===== src/rtl/gcd_pkg.sv =====
// Shared types and defaults for the GCD engine arbiter.
package gcd_pkg;

  typedef enum logic [1:0] {
    ST_IDLE  = 2'd0,
    ST_ISSUE = 2'd1,
    ST_WAIT  = 2'd2,
    ST_RESP  = 2'd3
  } state_t;

  localparam int GCD_W       = 8;
  localparam int GCD_TIMEOUT = 1023;
  localparam int CNT_W       = 16;

endpackage


===== src/rtl/gcd_arbiter_rr_pick.sv =====
// Round-robin winner search: first asserted request at or above ptr, modulo N.
module rr_pick #(
  parameter int N  = 4,
  parameter int IW = $clog2(N)
) (
  input  logic [N-1:0]  req,
  input  logic [IW-1:0] ptr,
  output logic          valid,
  output logic [IW-1:0] idx
);

  function automatic logic [IW-1:0] wrap_add(input logic [IW-1:0] p, input int k);
    int s;
    s = int'(p) + k;
    if (s >= N) s = s - N;
    return IW'(s);
  endfunction

  // Walk from the farthest slot back toward ptr so the nearest hit is written last.
  always_comb begin
    valid = |req;
    idx   = '0;
    for (int k = N - 1; k >= 0; k--) begin
      if (req[wrap_add(ptr, k)]) idx = wrap_add(ptr, k);
    end
  end

endmodule


===== src/rtl/gcd_arbiter.sv =====
// Round-robin scheduler sharing one GCD engine among N requesters,
// with zero-operand bypass and a WAIT watchdog.
module gcd_arbiter
  import gcd_pkg::*;
#(
  parameter int N           = 4,
  parameter int W           = GCD_W,
  parameter int TIMEOUT_CYC = GCD_TIMEOUT
) (
  input  logic                 clk,
  input  logic                 rst,
  input  logic [N-1:0]         req,
  input  logic [N*W-1:0]       a_in,
  input  logic [N*W-1:0]       b_in,
  output logic [N-1:0]         ack,
  output logic [W-1:0]         res_out,
  output logic                 res_valid,
  output logic [$clog2(N)-1:0] res_id,
  output logic                 res_err,
  output logic                 busy,
  output logic                 err_sticky,
  output logic                 eng_go,
  output logic [W-1:0]         eng_in1,
  output logic [W-1:0]         eng_in2,
  input  logic [W-1:0]         eng_out,
  input  logic                 eng_done
);

  localparam int IW = $clog2(N);
  localparam logic [CNT_W-1:0] CNT_LAST = CNT_W'(TIMEOUT_CYC - 1);

  state_t           state;
  logic [IW-1:0]    ptr;
  logic [IW-1:0]    idx_q;
  logic [CNT_W-1:0] cnt;

  logic             pick_valid;
  logic [IW-1:0]    pick_idx;
  logic [W-1:0]     a_sel;
  logic [W-1:0]     b_sel;

  rr_pick #(.N(N), .IW(IW)) u_pick (
    .req   (req),
    .ptr   (ptr),
    .valid (pick_valid),
    .idx   (pick_idx)
  );

  always_comb begin
    a_sel = a_in[int'(pick_idx) * W +: W];
    b_sel = b_in[int'(pick_idx) * W +: W];
  end

  always_ff @(posedge clk or negedge rst) begin
    if (!rst) begin
      state      <= ST_IDLE;
      ptr        <= '0;
      idx_q      <= '0;
      cnt        <= '0;
      ack        <= '0;
      res_out    <= '0;
      res_valid  <= 1'b0;
      res_id     <= '0;
      res_err    <= 1'b0;
      busy       <= 1'b0;
      err_sticky <= 1'b0;
      eng_go     <= 1'b0;
      eng_in1    <= '0;
      eng_in2    <= '0;
    end else begin
      case (state)
        // A stuck-high done from the engine holds off any new issue.
        ST_IDLE: begin
          if (pick_valid && !eng_done) begin
            idx_q <= pick_idx;
            busy  <= 1'b1;
            if (a_sel == '0 || b_sel == '0) begin
              res_out   <= a_sel | b_sel;
              res_err   <= 1'b0;
              ack       <= N'(1) << pick_idx;
              res_valid <= 1'b1;
              res_id    <= pick_idx;
              state     <= ST_RESP;
            end else begin
              eng_in1 <= a_sel;
              eng_in2 <= b_sel;
              eng_go  <= 1'b1;
              state   <= ST_ISSUE;
            end
          end
        end

        ST_ISSUE: begin
          eng_go <= 1'b0;
          cnt    <= '0;
          state  <= ST_WAIT;
        end

        // done is checked before the watchdog so a coincident done still succeeds.
        ST_WAIT: begin
          if (eng_done) begin
            res_out   <= eng_out;
            res_err   <= 1'b0;
            ack       <= N'(1) << idx_q;
            res_valid <= 1'b1;
            res_id    <= idx_q;
            state     <= ST_RESP;
          end else if (cnt == CNT_LAST) begin
            res_out    <= '0;
            res_err    <= 1'b1;
            err_sticky <= 1'b1;
            ack        <= N'(1) << idx_q;
            res_valid  <= 1'b1;
            res_id     <= idx_q;
            state      <= ST_RESP;
          end else begin
            cnt <= cnt + 1'b1;
          end
        end

        ST_RESP: begin
          ack       <= '0;
          res_valid <= 1'b0;
          res_err   <= 1'b0;
          busy      <= 1'b0;
          ptr       <= (idx_q == IW'(N - 1)) ? '0 : idx_q + 1'b1;
          state     <= ST_IDLE;
        end

        default: state <= ST_IDLE;
      endcase
    end
  end

endmodule


===== config.mk =====
export PLATFORM = sky130hd
export DESIGN_NAME = gcd_arbiter
export DESIGN_NICKNAME = d
export VERILOG_FILES = /design/src/rtl/gcd_pkg.sv /design/src/rtl/gcd_arbiter_rr_pick.sv /design/src/rtl/gcd_arbiter.sv
export SDC_FILE = /design/constraint.sdc
export NUM_CORES = 1
export LEC_CHECK = 0
export ABC_AREA = 1
export ABC_CLOCK_PERIOD_IN_PS = 2510
export CORE_ASPECT_RATIO = 1.5
export CORE_MARGIN = 8
export CORE_UTILIZATION = 42
export DETAILED_ROUTE_END_ITERATION = 10
export GPL_ROUTABILITY_DRIVEN = 0
export HOLD_SLACK_MARGIN = 0.15
export PLACE_DENSITY = 0.84
export SYNTH_ARGS = -nofsm -noshare
export SYNTH_HDL_FRONTEND = slang
export SYNTH_HIERARCHICAL = 1
export SYNTH_SLANG_ARGS = --single-unit
export TNS_END_PERCENT = 20

===== constraint.sdc =====
create_clock -name clk -period 2.51 [get_ports clk]
set_input_delay 0.502 -clock clk [delete_from_list [all_inputs] [get_ports clk]]
set_output_delay 0.502 -clock clk [all_outputs]
set_load 0.02 [all_outputs]

Word-level counts from Yosys, hierarchy flattened --
Cells that the tools add are included.
Cells by class: reductions and logical operators 21, multiplexer cells 54, equal/unequal tests 11, order comparisons 8, $add $sub $neg 9, shift-type cells 4, bitwise operators 3
Operator list (count):
- variable part select 32 x 6 -> 8 bit | 2
- two-way mux 2 bit | 17
- two-way mux 16 bit | 2
- two-way mux 8 bit | 4
- one-hot mux 16 bit (2 select lines) | 1
- adder 16 x 1 -> 16 bit (second input constant) | 1
- equality test 16 x 10 -> 1 bit (second input constant) | 1
- logical NOT 8 bit | 2
- two-way mux 4 bit | 4
- one-hot mux 8 bit (2 select lines) | 1
- two-way mux 1 bit | 14
- less-than comparator 2 x 3 -> 1 bit (second input constant) | 4
- one-hot mux 4 bit (3 select lines) | 1
- AND reduction 3 bit | 4
- inequality test 2 bit (second input constant) | 5
- >= comparator 3 bit (second input constant) | 3
- binary-select mux 1 bit (select 2 bit) | 4
- bitwise OR 8 bit | 1
- one-hot mux 2 bit (4 select lines) | 1
- AND reduction 4 bit | 2
- nonzero test 2 bit | 4
- << shifter 1 x 2 -> 4 bit (first input constant) | 2
- subtractor 2 x 1 -> 2 bit (second input constant) | 4
- adder 2 x 2 -> 3 bit (second input constant) | 2
- other kinds (17) | 24
Storage, ports and cells: register bits after elaboration 57, input bits 79, logic and storage cells 124, output and inout port bits 35

Longest topological paths before layout --
word-level depth 15, gate-level depth with buffers 24, depth with buffers taken out 22

Cells and area by module --
Netlist, hierarchy kept.
By module, submodules not included:
- gcd_arbiter | cells each 489, instances 1, seq. area each 1426.4 um2, area an instance 3542.1 um2
- rr_pick | cells each 46, instances 1, seq. area each 0.0 um2, area an instance 188.9 um2

Least setup slack after synthesis --
Ideal clock, no wire load.
path type input to register, from input req[2], to register ack[1], library setup time 0.118 ns, slack 0.209 ns, arrival 2.183 ns, buffers on the path 3, cell stages on the path 23, required time 2.392 ns, path through inv_1 nand2_1 nand2_1 nand2_2 nand2_1 nand2_1 nand2_1 nand2_1 nand2_1 inv_1 buf_6 buf_4 nand2_1 nand3_1 nand2_1 nand2_1 nor2_2 nand2_4 nand3_4 nand2_2 buf_6 nand2_2 o21ai_2
On the way: cells in the longest elaborated chain, start to end 11, elaborated cells between the ends (all ways) 26, classes of those cells 2 x eq/ne; 3 x shift; 15 x mux; 6 x reduce/logical
Ends and longest elaborated chain:
- start: declaration | line gcd_arbiter.sv:12 | input logic [N-1:0] req,
- binary-select mux 1 bit (select 2 bit) | line gcd_arbiter_rr_pick.sv:24 | if (req[wrap_add(ptr, k)]) idx = wrap_add(ptr, k);
- two-way mux 1 bit (implied by the code) | line gcd_arbiter_rr_pick.sv:24
- two-way mux 2 bit (3 in a row) | line gcd_arbiter_rr_pick.sv:24
- two-way mux 2 bit (*) | line gcd_arbiter_rr_pick.sv:24
- net pick_idx[0] | line gcd_arbiter.sv:38 | logic [IW-1:0] pick_idx;
- variable part select 32 x 6 -> 8 bit, on equally long branches | line gcd_arbiter.sv:50, gcd_arbiter.sv:51
- logical NOT 8 bit | line gcd_arbiter.sv:77 | if (a_sel == '0 || b_sel == '0) begin
- logical OR 1 bit | line gcd_arbiter.sv:77
- inequality test 2 bit (no line)
- AND reduction 4 bit (no line)
- end signal: assignment | line gcd_arbiter.sv:80 | ack <= N'(1) << pick_idx;
- end signal: assignment | line gcd_arbiter.sv:104 | ack <= N'(1) << idx_q;
- end signal: assignment | line gcd_arbiter.sv:112 | ack <= N'(1) << idx_q;
- end: declaration | line gcd_arbiter.sv:15 | output logic [N-1:0] ack,
The timed path passes the listed nets; every way through them passes the cells marked *. The select of a mux whose other input is x is not followed. A chain may end at the register's enable or synchronous reset.

Worst setup path after layout --
from register ptr[0], to register eng_in1[4]
On the way: cells in the longest elaborated chain, start to end 14, elaborated cells between the ends (all ways) 34, classes of those cells 7 x add/sub; 4 x order compare; 2 x shift; 16 x mux; 1 x bitwise; 4 x reduce/logical
Ends and longest elaborated chain:
- start: declaration | line gcd_arbiter.sv:33 | logic [IW-1:0] ptr;
- start signal: assignment | line gcd_arbiter.sv:126 | ptr <= (idx_q == IW'(N - 1)) ? '0 : idx_q + 1'b1;
- adder 2 x 2 -> 3 bit | line gcd_arbiter_rr_pick.sv:14 | s = int'(p) + k;
- >= comparator 3 bit / subtractor 2 x 1 -> 2 bit (equally long branches) | line gcd_arbiter_rr_pick.sv:15 | if (s >= N) s = s - N;
- two-way mux 2 bit | line gcd_arbiter_rr_pick.sv:15
- binary-select mux 1 bit (select 2 bit) | line gcd_arbiter_rr_pick.sv:24
- two-way mux 1 bit (implied by the code) | line gcd_arbiter_rr_pick.sv:24
- two-way mux 2 bit (3 in a row) | line gcd_arbiter_rr_pick.sv:24
- two-way mux 2 bit (*) | line gcd_arbiter_rr_pick.sv:24
- net pick_idx[0] | line gcd_arbiter.sv:38
- variable part select 32 x 6 -> 8 bit, on equally long branches | line gcd_arbiter.sv:50, gcd_arbiter.sv:51
- logical NOT 8 bit | line gcd_arbiter.sv:77
- logical OR 1 bit | line gcd_arbiter.sv:77
- NOT 1 bit (no line)
- AND reduction 3 bit (no line)
- end signal: assignment | line gcd_arbiter.sv:85 | eng_in1 <= a_sel;
- end: declaration | line gcd_arbiter.sv:23 | output logic [W-1:0] eng_in1,
Marks and branches as above.

==> results.md <==
- HPWL after detailed placement: between 9000 and 10000 microns
- Number of antenna violations at the first check in global routing: 0
- Root Driver: clkbuf_16
- Power density over cell area: between 1500 and 2000 nW/um^2
- Number of nets produced by synthesis: just over 600
- Slew of the pin with the lowest slew margin: 0.688 ns
- Setup total negative slack: -10.10 ns
- Number of buffers on the longest clock path: 2
- Capturing element type of the critical path: flip-flop
- Period Utilization, post-route: 1.15
- Launching element of the worst setup path: ptr[0]$_DFFE_PN0N_
- Number of distinct standard cells referenced by the synthesized netlist: 33
- Count of input and output buffers: roughly 110
- Worst R2R Start: ptr[0]$_DFFE_PN0N_
- Highest ir drop seen on vdd: between 1000 and 1500 uV
- Fraction of post-synthesis cell area in the top cell type by area: 0.382
- Final-report setup violation count: 34
- Vias in the first global route: roughly 4.9k
- Most frequently used flop master after synthesis: dfrtp_1
- Element type at the critical path start: flip-flop
- Overflow left after global routing: 0
- Outcome: complete, but fails checks
- Tmin final: roughly 2.9 ns
- Setup slack of the critical path after layout: -0.371 ns
- Max_cap viols: 0
- DRT iter0 DRCs: roughly 430
- Final Hold Violating Endpoints: 0
- Slew Limit Headroom: 0.540
- Number of synthesized flops with an enable pin: 0
- Total wirelength of the detailed-routed design: approximately 17000 microns
- Launch instance of the worst min-delay path: res_id[0]$_DFFE_PN0P_
- Class of the tightest hold or removal check: flip-flop to flip-flop
- DRC errors left: 0
- Setup CP Type: flip-flop to flip-flop
- Cell types with the largest area share after synthesis: dfrtp_1, nand2_1, nand3_1
- Clock edge transition at the registers on the reported setup and hold paths: about 0.05 ns
- CTS tree: done
- Final Slew Violations: 0
- NumNets Final: between 700 and 800
- Core region area: between 8000 and 9000 sq um
- Largest area contributor in the synthesized netlist: dfrtp_1
- Clock skew after layout: 0.00692 ns
- Overall die height: roughly 130 microns
- RSZ-0062 raised after global routing: true
- Antenna Diode Count: 0
- Width of the die: between 90 and 100 microns
- Worst slack after detailed placement: -0.556 ns
- Reported leakage power: roughly 3 nW
- Worst-path maximum fanout: 17
- Count of antenna-violating nets left after detailed routing: 0
- Fillcell total: ~550
- Starting density of the core: 0.428
- Gate count after technology mapping: between 500 and 600
- Wire length per cell: approximately 21 microns
- Number of search-and-repair iterations in the first detailed-routing pass: 6
- #FFs+latches synth: 57
- Maximum frequency from static timing analysis: approximately 0.35 GHz
- Total number of H-tree levels: 3
- Number of vias in the routed layout: about 5k
- Mapped Area: around 3700 sq um
- Via density per instance: 5.97
- Clock network latency to the later pin of the worst-skew pair: about 0.32 ns
- Violations in the final reports: negative setup slack
- Die footprint: about 12000 sq um
- Number of standard-cell rows in the floorplan: between 40 and 50
- Synthesis-to-layout area growth: 66.8%
- Wire length of the first global-routing pass: ~23000 microns
- Count of boundary I/O pins: 114
- Proportion of synthesized chip area in sequential cells: 0.382
- YS warnings: 6
- Pin count of the biggest net entering global routing: 23
- Layout cells sized above 1: 0.306
- GRT Resource Usage Total: 0.233
- Avg Synthesized Cell Area: between 6 and 7 sq um
- CTS buffer count: 9
- Arrival time of the worst setup path: about 3.1 ns
- Required time at the endpoint of the critical path: 2.73 ns
- Clk sinks: between 50 and 60
- Proportion of synthesized flip-flops having asynchronous set or reset: 1.00
stage by stage:
step / instance area (sq um) / cells / utilization / hold slack (ns) / power, mW
final: 6220 / 823 / 0.713 / 0.480 / 10.7
after global routing: 6220 / 823 / 0.713 / 0.500 / 11.1
after CTS: 5950 / 820 / 0.682 / 0.486 / 9.33
after detailed placement: 5130 / 772 / 0.588 / 0.465 / 6.66
after global placement: 5130 / 772 / 0.588 / 0.456 / 6.51
after floorplan: 3730 / 535 / - / 0.206 / 4.69
kinds of logic after synthesis:
kind of cell	share of synthesized area
xor gates and xnor gates	0.00939
buffers and inverters	0.0895
adders and majority gates	0.0268
and+or+nand+nor	0.409
DFF	0.382
AOI/OAI and AO/OA	0.0825
flip-flops by register name, summed over array words and instances, names as in the netlist:
| name | count |
|---|---|
| busy | 1 |
| res_out | 8 |
| ack | 4 |
| eng_go | 1 |
| cnt | 16 |
| ptr | 2 |
| state | 2 |
| eng_in2 | 8 |
| idx_q | 2 |
| res_valid | 1 |
| res_err | 1 |
| err_sticky | 1 |
| eng_in1 | 8 |
| res_id | 2 |
Yosys cell counts (7+ instances only):
cell type  count
buf_6          9
dfrtp_1       57
ha_1           8
inv_1         40
nand2_1      224
nand2_2       11
nand3_1       68
nand4_1       10
nor2_1        19
nor3_1         7
o21ai_0       25
o21ai_1       10
path summary, 6_finish.rpt:
check	to	slack, ns	depth (start not counted)
max	eng_in1[4]$_DFFE_PN0P_	-0.37	20
min	res_id[0]$_DFFE_PN0P_	0.48	2
max reg2reg	eng_in1[4]$_DFFE_PN0P_	-0.37	20
min reg2reg	res_id[0]$_DFFE_PN0P_	0.48	2
max in group asynchronous	cnt[3]$_DFFE_PN0P_	1.15	3
min in group asynchronous	state[0]$_DFFE_PN0P_	0.70	2
cell type report:
type	count	area [sq um]	share of cell area
multi-input combinational	415	2380	0.383
timing repair buffer	181	1770	0.285
sequential	57	1430	0.230
clock buffer	10	239	0.0384
inverter	43	198	0.0318
tap	110	138	0.0221
clock inverter	6	57.6	0.00925
timing repair inverter	1	8.76	0.00141
worst max-delay path: stages, from the launching register on:
cell and delay (ns):
dfrtp_2 0.50, clkinv_4 0.17, nand2_4 0.11, nand2_1 0.07
nand2_1 0.08, nand2_2 0.08, nand2_2 0.10, nand3_2 0.09
nand2_4 0.11, clkinv_8 0.11, buf_12 0.16, inv_16 0.09
nand2_1 0.06, nand3_1 0.09, nand2_2 0.08, nand2_2 0.10
nor2_4 0.07, nand2_4 0.11, nand3_4 0.14, buf_4 0.20
o21ai_0 0.24
cell usage in the layout, fill, tap and decap left out, types with 6 or more instances in the layout:
cell type and n:
o21ai_0 24, nand4_1 10, clkdlybuf4s50_1 108, nor2_1 19, nor3_1 7, nand3_1 44
o21ai_1 11, nand2_2 70, nand2_1 154, inv_1 34, nand2_4 12, o21ai_2 6
ha_1 8, buf_4 55, nand3_2 22, dfrtp_1 55, clkbuf_16 9
what timing repair did:
item                                   CTS  global route
gates cloned                             5             0
hold buffers                             1             0
resized for setup                       78            64
endpoints found under the hold margin   15             0
setup buffers                           26             3
setup endpoints to repair               33            39
pin swaps                               36            45
metal layers:
layer  routed length, microns  vias up  global-route usage
li1                         -     2067                   -
met1                     5690     2273               0.228
met2                     8480      435               0.394
met3                     1860      136              0.0787
met4                     1470        0               0.176
met5                        0        -                   0
report_power, final:
| part | internal [mW] | total [mW] | switching (mW) |
|---|---|---|---|
| registers | 1.26 | 1.54 | 0.281 |
| logic | 3.30 | 7.92 | 4.62 |
| clock network | 0.786 | 1.21 | 0.421 |
| total | 5.35 | 10.7 | 5.32 |
Note: power is estimated with default switching activity, not from simulation.
